==> config.mk <==
export PLATFORM = sky130hd
export DESIGN_NAME = ssp_tx
export DESIGN_NICKNAME = d
export VERILOG_FILES = /design/src/rtl/ssp_tx.sv
export SDC_FILE = /design/constraint.sdc
export NUM_CORES = 1
export LEC_CHECK = 0
export CORE_UTILIZATION = 40
export CTS_CLUSTER_SIZE = 24
export DETAILED_ROUTE_END_ITERATION = 6
export PLACE_DENSITY = 0.73
export SYNTH_ARGS = -nofsm -noshare
export SYNTH_HDL_FRONTEND = slang
export SYNTH_SLANG_ARGS = --single-unit
==> constraint.sdc <==
create_clock -name pck0 -period 3.3 [get_ports pck0]
set_input_delay 0.66 -clock pck0 [delete_from_list [all_inputs] [get_ports pck0]]
set_output_delay 0.66 -clock pck0 [all_outputs]
set_load 0.02 [all_outputs]
==> src/rtl/ssp_tx.sv <==
// ssp_tx: serialises parallel words onto an SSP-style link to the ARM.
// Each word goes MSB first; every bit period is 2*HALF pck0 cycles,
// with ssp_clk high for the first half and low for the second.
// Ports:
//   pck0       - sole clock, rising edge
//   rst        - asynchronous active-high reset
//   data_in    - word to transmit (DATA_W bits)
//   data_valid - data_in valid this cycle
//   data_ready - block accepts data_in this cycle (combinational)
//   ssp_clk    - serial clock to the ARM (registered)
//   ssp_frame  - high for the first bit period of each word (registered)
//   ssp_din    - serial data, MSB first (registered)
//   word_done  - one-cycle pulse after the last bit of a word (registered)
module ssp_tx #(
    parameter int DATA_W = 8,
    parameter int HALF   = 2
) (
    input  logic              pck0,
    input  logic              rst,
    input  logic [DATA_W-1:0] data_in,
    input  logic              data_valid,
    output logic              data_ready,
    output logic              ssp_clk,
    output logic              ssp_frame,
    output logic              ssp_din,
    output logic              word_done
);

    localparam int HW = $clog2(HALF + 1);
    localparam int BW = $clog2(DATA_W);

    localparam logic [HW-1:0] HALF_LAST = HW'(HALF - 1);
    localparam logic [BW-1:0] BIT_FIRST = BW'(DATA_W - 1);

    typedef enum logic {
        IDLE,
        SHIFT
    } state_t;

    state_t            state_q, state_d;
    logic [DATA_W-1:0] shreg_q, shreg_d;
    logic [BW-1:0]     bit_q, bit_d;
    logic [HW-1:0]     half_q, half_d;
    logic              clk_q, clk_d;
    logic              frame_q, frame_d;
    logic              din_q, din_d;
    logic              done_q, done_d;

    logic              half_end;
    logic              last_cycle;
    logic              xfer;
    logic              load;

    // Final cycle of bit 0: low half of the clock, half counter expired.
    assign half_end   = (half_q == HALF_LAST);
    assign last_cycle = (state_q == SHIFT) && !clk_q && half_end
                        && (bit_q == '0);
    assign data_ready = (state_q == IDLE) || last_cycle;
    assign xfer       = data_valid && data_ready;

    always_ff @(posedge pck0 or posedge rst) begin
        if (rst) begin
            state_q <= IDLE;
            shreg_q <= '0;
            bit_q   <= '0;
            half_q  <= '0;
            clk_q   <= 1'b0;
            frame_q <= 1'b0;
            din_q   <= 1'b0;
            done_q  <= 1'b0;
        end else begin
            state_q <= state_d;
            shreg_q <= shreg_d;
            bit_q   <= bit_d;
            half_q  <= half_d;
            clk_q   <= clk_d;
            frame_q <= frame_d;
            din_q   <= din_d;
            done_q  <= done_d;
        end
    end

    always_comb begin
        state_d = state_q;
        shreg_d = shreg_q;
        bit_d   = bit_q;
        half_d  = half_q;
        clk_d   = clk_q;
        frame_d = frame_q;
        din_d   = din_q;
        done_d  = 1'b0;
        load    = 1'b0;

        unique case (state_q)
            IDLE: begin
                load = xfer;
            end
            SHIFT: begin
                if (!half_end) begin
                    half_d = half_q + 1'b1;
                end else begin
                    half_d = '0;
                    if (clk_q) begin
                        clk_d = 1'b0;
                    end else if (bit_q != '0) begin
                        // Next bit starts: data changes with the clock rise.
                        bit_d   = bit_q - 1'b1;
                        clk_d   = 1'b1;
                        frame_d = 1'b0;
                        din_d   = shreg_q[DATA_W-1];
                        shreg_d = shreg_q << 1;
                    end else begin
                        done_d = 1'b1;
                        if (xfer) begin
                            load = 1'b1;
                        end else begin
                            state_d = IDLE;
                            shreg_d = '0;
                            bit_d   = '0;
                            clk_d   = 1'b0;
                            frame_d = 1'b0;
                            din_d   = 1'b0;
                        end
                    end
                end
            end
        endcase

        // The MSB goes straight to ssp_din; the rest waits in shreg.
        if (load) begin
            state_d = SHIFT;
            bit_d   = BIT_FIRST;
            half_d  = '0;
            clk_d   = 1'b1;
            frame_d = 1'b1;
            din_d   = data_in[DATA_W-1];
            shreg_d = data_in << 1;
        end
    end

    assign ssp_clk   = clk_q;
    assign ssp_frame = frame_q;
    assign ssp_din   = din_q;
    assign word_done = done_q;

endmodule

=== After elaboration in Yosys (flattened, before gate mapping) ===
Cells that the tools add are included.

* Register bits after elaboration: 18

* Equality and inequality tests: 3
* Bitwise logic cells: 1
* Reductions and logical operators: 12
* Add/sub/neg operators: 2
* Multiplexer cells: 45

{| class="wikitable"
|+ Operators with widths
! cell !! count
|-
| 8-bit two-way mux || 6
|-
| 1-bit two-way mux || 29
|-
| 3-bit two-way mux || 6
|-
| 2-bit two-way mux || 3
|-
| 1-bit logical AND || 4
|-
| 4-bit AND reduction || 1
|-
| 2-bit nonzero test || 2
|-
| 3-bit zero test || 1
|-
| 3-bit by 1-bit != test with 1-bit output (second input constant) || 1
|-
| 3-bit nonzero test || 1
|-
| 3-bit by 1-bit subtractor with 3-bit output (second input constant) || 1
|-
| 2-bit by 1-bit adder with 2-bit output (second input constant) || 1
|-
| 2-bit by 1-bit == test with 1-bit output (second input constant) || 1
|-
| 2-bit by 1-bit != test with 1-bit output (second input constant) || 1
|-
| 1-bit one-hot mux with 2 select lines || 1
|-
| 2-bit AND reduction || 1
|-
| 1-bit zero test || 1
|-
| 1-bit logical OR || 1
|-
| 1-bit inverter || 1
|}

=== Longest topological paths before layout ===
* Depth in word-level cells: 13
* Depth in mapped cells: 6
* Gate-level depth less buffers: 5

=== Worst setup path after synthesis ===
No wires, ideal clock.

* Kind: register to output
* From: register bit_q[0]
* To: output data_ready
* Setup slack: 1.315 ns
* Cell stages (with the launch flop): 6
* Buffers on the path: 1
* Arrival: 1.325 ns
* Cells stage by stage: dfrtp_1 nor2_1 ha_1 nand4bb_1 buf_2 nand2_1

* Longest elaborated chain between the ends: 3

{| class="wikitable"
|+ RTL lines
! item !! RTL line !! RTL
|-
| from (decl) || 42 || <nowiki>logic [BW-1:0] bit_q, bit_d;</nowiki>
|-
| from (signal assigned) || 74 || <nowiki>bit_q <= bit_d;</nowiki>
|-
| 3-bit zero test || 57 || <nowiki>&& (bit_q == '0);</nowiki>
|-
| 1-bit logical AND || 57 ||
|-
| 1-bit logical OR || 58 || <nowiki>assign data_ready = (state_q == IDLE) || last_cycle;</nowiki>
|-
| to (decl) || 22 || <nowiki>output logic data_ready,</nowiki>
|}

Every way passes these cells.

=== Worst setup path after layout ===
Ends and elaborated chain as after synthesis.

==> impl_table.tex <==
\begin{tabular}{lr}
\hline
Metric & Value \\
\hline
\multicolumn{2}{l}{\textbf{Clock tree}} \\
Bufs on Longest Clock Path & 2 \\
\# Post-CTS Setup Buffers & 0 \\
Clock tree root buffer cell & clkbuf\_4 \\
Insertion delay of the later-clocked pin in the worst-skew pair & 300 ps \\
CTS Sinks & 17 \\
Number of gates given a new drive strength after cts & 0 \\
Clock Pin Slew Worst Setup and Hold Paths & 90 ps \\
Count of hold buffers inserted by post-cts repair & 0 \\
Number of levels in the clock H-tree & 1 \\
Number of buffers inserted during clock tree synthesis & 3 \\
TritonCTS clock tree & done \\
\multicolumn{2}{l}{\textbf{Synthesis}} \\
Avg Cell Area, Syn & 9.75 um\^{}2 \\
Synth Area in Compound Gates & 0.275 \\
Combinational family with the most area after synthesis & compound AO/OA/AOI/OAI gates \\
Adder-Cell Fraction of Synth Area & 0.0267 \\
Yosys top cell area share & 0.455 \\
Yosys synthesis warning count & 0 \\
Register area share after synthesis & 0.455 \\
Number of cells produced by synthesis & 96 \\
Xor and xnor area share after synthesis & 0 \\
Share of synthesized cell area in and, or, nand and nor gates & 0.189 \\
FF+latch count, synth & 17 \\
Mapped Area & 936 um\^{}2 \\
Ranking of synthesized cells by area & dfrtp\_1 (45\%), a211oi\_1 (6.4\%), o21ai\_0 (4.8\%) \\
Largest area contributor in the synthesized netlist & dfrtp\_1 \\
Synthesized netlist net count & 109 \\
Distinct cell type count after synthesis & 24 \\
Mux contribution to synthesized area & 0 \\
\multicolumn{2}{l}{\textbf{Routing}} \\
Routed WL per cell & 14.0 um \\
Initial DRC Count & 37 \\
Final Routed Wirelength & 1920 um \\
Detailed Routing Iterations Pass 1 & 4 \\
Drt drc & 0 \\
Via density & 5.58 \\
Total via count in the routed design & 764 \\
Antenna violation net count after detailed routing & 0 \\
\multicolumn{2}{l}{\textbf{Worst setup path}} \\
Crit path kind & reg2out \\
Sort of element at the start of the critical path & flip-flop \\
Cell family with most CP delay & buffers and inverters \\
Critical path buffer and inverter count & 1 \\
Endpoint type of the worst setup path & primary output \\
Required time reported for the critical path endpoint & 2640 ps \\
Arr. time, crit path & 2160 ps \\
Crit path max-delay cell type & clkdlybuf4s50\_1 \\
Ordered list of cells on the worst path & nor2\_1, ha\_1, nand4bb\_1, nand2\_1, clkdlybuf4s50\_1 \\
Worst stage delay on the critical path & 610 ps \\
Crit path max fanout & 10 \\
\multicolumn{2}{l}{\textbf{Power}} \\
Part of the power in the clock network & 0.117 \\
Net switching power figure & 387 uW \\
Total power density per cell area & 843 nW/um\^{}2 \\
Maximum vdd drop & 0.430 mV \\
Leakage power of the design & 0.000484 uW \\
Cell internal power dissipation & 559 uW \\
Switching Fraction & 0.409 \\
Portion of total power attributed to sequential cells & 0.400 \\
Share of power burned in combinational logic & 0.483 \\
\multicolumn{2}{l}{\textbf{Floorplan}} \\
Core Box Area & 2210 um\^{}2 \\
Ports & 16 \\
\# rows & 17 \\
Die boundary height & 50.4 um \\
Initial Utilization & 0.423 \\
Die Span X & 50.4 um \\
Die area & 2540 um\^{}2 \\
\multicolumn{2}{l}{\textbf{Placed design}} \\
Post-Place Cells & 133 \\
HPWL reported at the end of detailed placement & 1380 um \\
Port bufs & 15 \\
GPL Wtd Cong & 0.799 \\
\multicolumn{2}{l}{\textbf{STA}} \\
Max Fclk & 355 MHz \\
RSZ-0062 raised after global routing & no \\
Final setup TNS & 0 ps \\
Hold Vio Cnt, Final & 0 \\
Max-Slew Margin vs Limit & 0.575 \\
Post-layout min period & 2820 ps \\
Number of pins with negative max-slew slack in the final report & 0 \\
Worst Max-Slew Pin Slew & 637 ps \\
Total setup violations reported at the end of the flow & 0 \\
Final Skew & 4.40 ps \\
Post-route clock period utilization & 0.854 \\
\multicolumn{2}{l}{\textbf{GRT}} \\
Gr ovfl total & 0 \\
Overall track demand over capacity in global routing & 0.169 \\
Global-route wire length before repair & 3110 um \\
Largest net degree at the start of global routing & 18 \\
Initial antenna violation count & 0 \\
Number of global-route vias before repair & 679 \\
\multicolumn{2}{l}{\textbf{Layout}} \\
Finished Layout Cells & 137 \\
Final nets & 123 \\
Synth-to-layout area growth & 19.9\% \\
Layout cell share with drive strength beyond 1 & 0.0550 \\
Antenna diodes & 0 \\
Total area of sequential cells & 425 um\^{}2 \\
Fill cell count & 208 \\
Multi-input logic area & 459 um\^{}2 \\
Commonest cells after routing, fill and taps aside & dfrtp\_1 (17), clkdlybuf4s50\_1 (15), o21ai\_0 (9) \\
Most common cell after layout, fill and taps aside & dfrtp\_1 \\
\multicolumn{2}{l}{\textbf{Worst hold path}} \\
Class of the most critical hold timing path & reg2reg \\
\multicolumn{2}{l}{\textbf{Outcome}} \\
Outcome & completed \\
\multicolumn{2}{l}{\textbf{Job}} \\
Number of violations of the max-capacitance limit & 0 \\
\hline
\end{tabular}
[sequential cells by signal, indices dropped and copies added (netlist names)]
| register | cells |
|---|---|
| bit_q | 3 |
| half_q | 2 |
| shreg_q | 7 |
| ssp_clk | 1 |
| ssp_din | 1 |
| ssp_frame | 1 |
| state_q | 1 |
| word_done | 1 |
[path summary, 6_finish.rpt]
kind,slack (ps),depth (start not counted),end,from
max in group asynchronous,2140,2,shreg_q[4],rst
hold reg to reg,490,1,ssp_frame,ssp_frame
hold / removal,490,1,ssp_frame,ssp_frame
setup reg to reg,1350,6,shreg_q[1],bit_q[0]
setup / recovery,480,5,data_ready,bit_q[0]
min in group asynchronous,750,2,half_q[0],rst
[through the flow]
step | power, uW | util | hold WS (ps) | worst slack [ps] | instance area (um^2)
after CTS | 950 | 0.507 | 499 | 458 | 1120
after detailed placement | 838 | 0.495 | 473 | 800 | 1100
after global routing | 1020 | 0.507 | 535 | 337 | 1120
after global placement | 822 | 0.495 | 466 | 868 | 1100
final | 946 | 0.507 | 492 | 482 | 1120
after floorplan | 706 | - | 458 | 1320 | 936
[logic make-up (layout without fill, tap and decap cells)]
family                   Yosys count  in the layout
AO/OA/AOI/OAI                     36             36
adder cells (fa/ha/maj)            2              2
buffers and inverters             12             25
flip-flops                        17             17
AND/OR/NAND/NOR                   29             29
[power groups by stage]
| stage | clock network, uW | logic, uW | registers (uW) |
|---|---|---|---|
| final | 111 | 457 | 378 |
| after global routing | 126 | 509 | 387 |
| after CTS | 115 | 460 | 375 |
| after detailed placement | 0 | 459 | 380 |
| after global placement | 0 | 445 | 377 |
| after floorplan | 0 | 329 | 378 |
[synth_stat cells, drive strengths merged]
cell type and instances:
a2111oi 1, a211o 3, a211oi 8, a21o 3, a21oi 3, a22o 1, a31oi 7, and2b 4
and3 1, and4bb 1, buf 5, clkbuf 2, dfrtp 17, ha 2, inv 5, nand2 3
nand2b 2, nand3 8, nand4bb 2, nor2 3, nor2b 4, nor3 1, o21ai 9, o311ai 1
[area by class of cell]
type	count	area share
Clock buffer	4	0.0234
Tap cell	28	0.0312
Sequential cell	17	0.379
Timing Repair Buffer	16	0.140
Multi-Input combinational cell	67	0.409
Inverter	5	0.0167
[metal layers]
layer	wire length, um	vias to the layer above	track usage
li1	-	381	-
met1	913	365	0.220
met2	909	13	0.251
met3	61	5	0.0545
met4	38	0	0.0833
met5	0	-	0
Note: power is estimated with default switching activity, not from simulation.
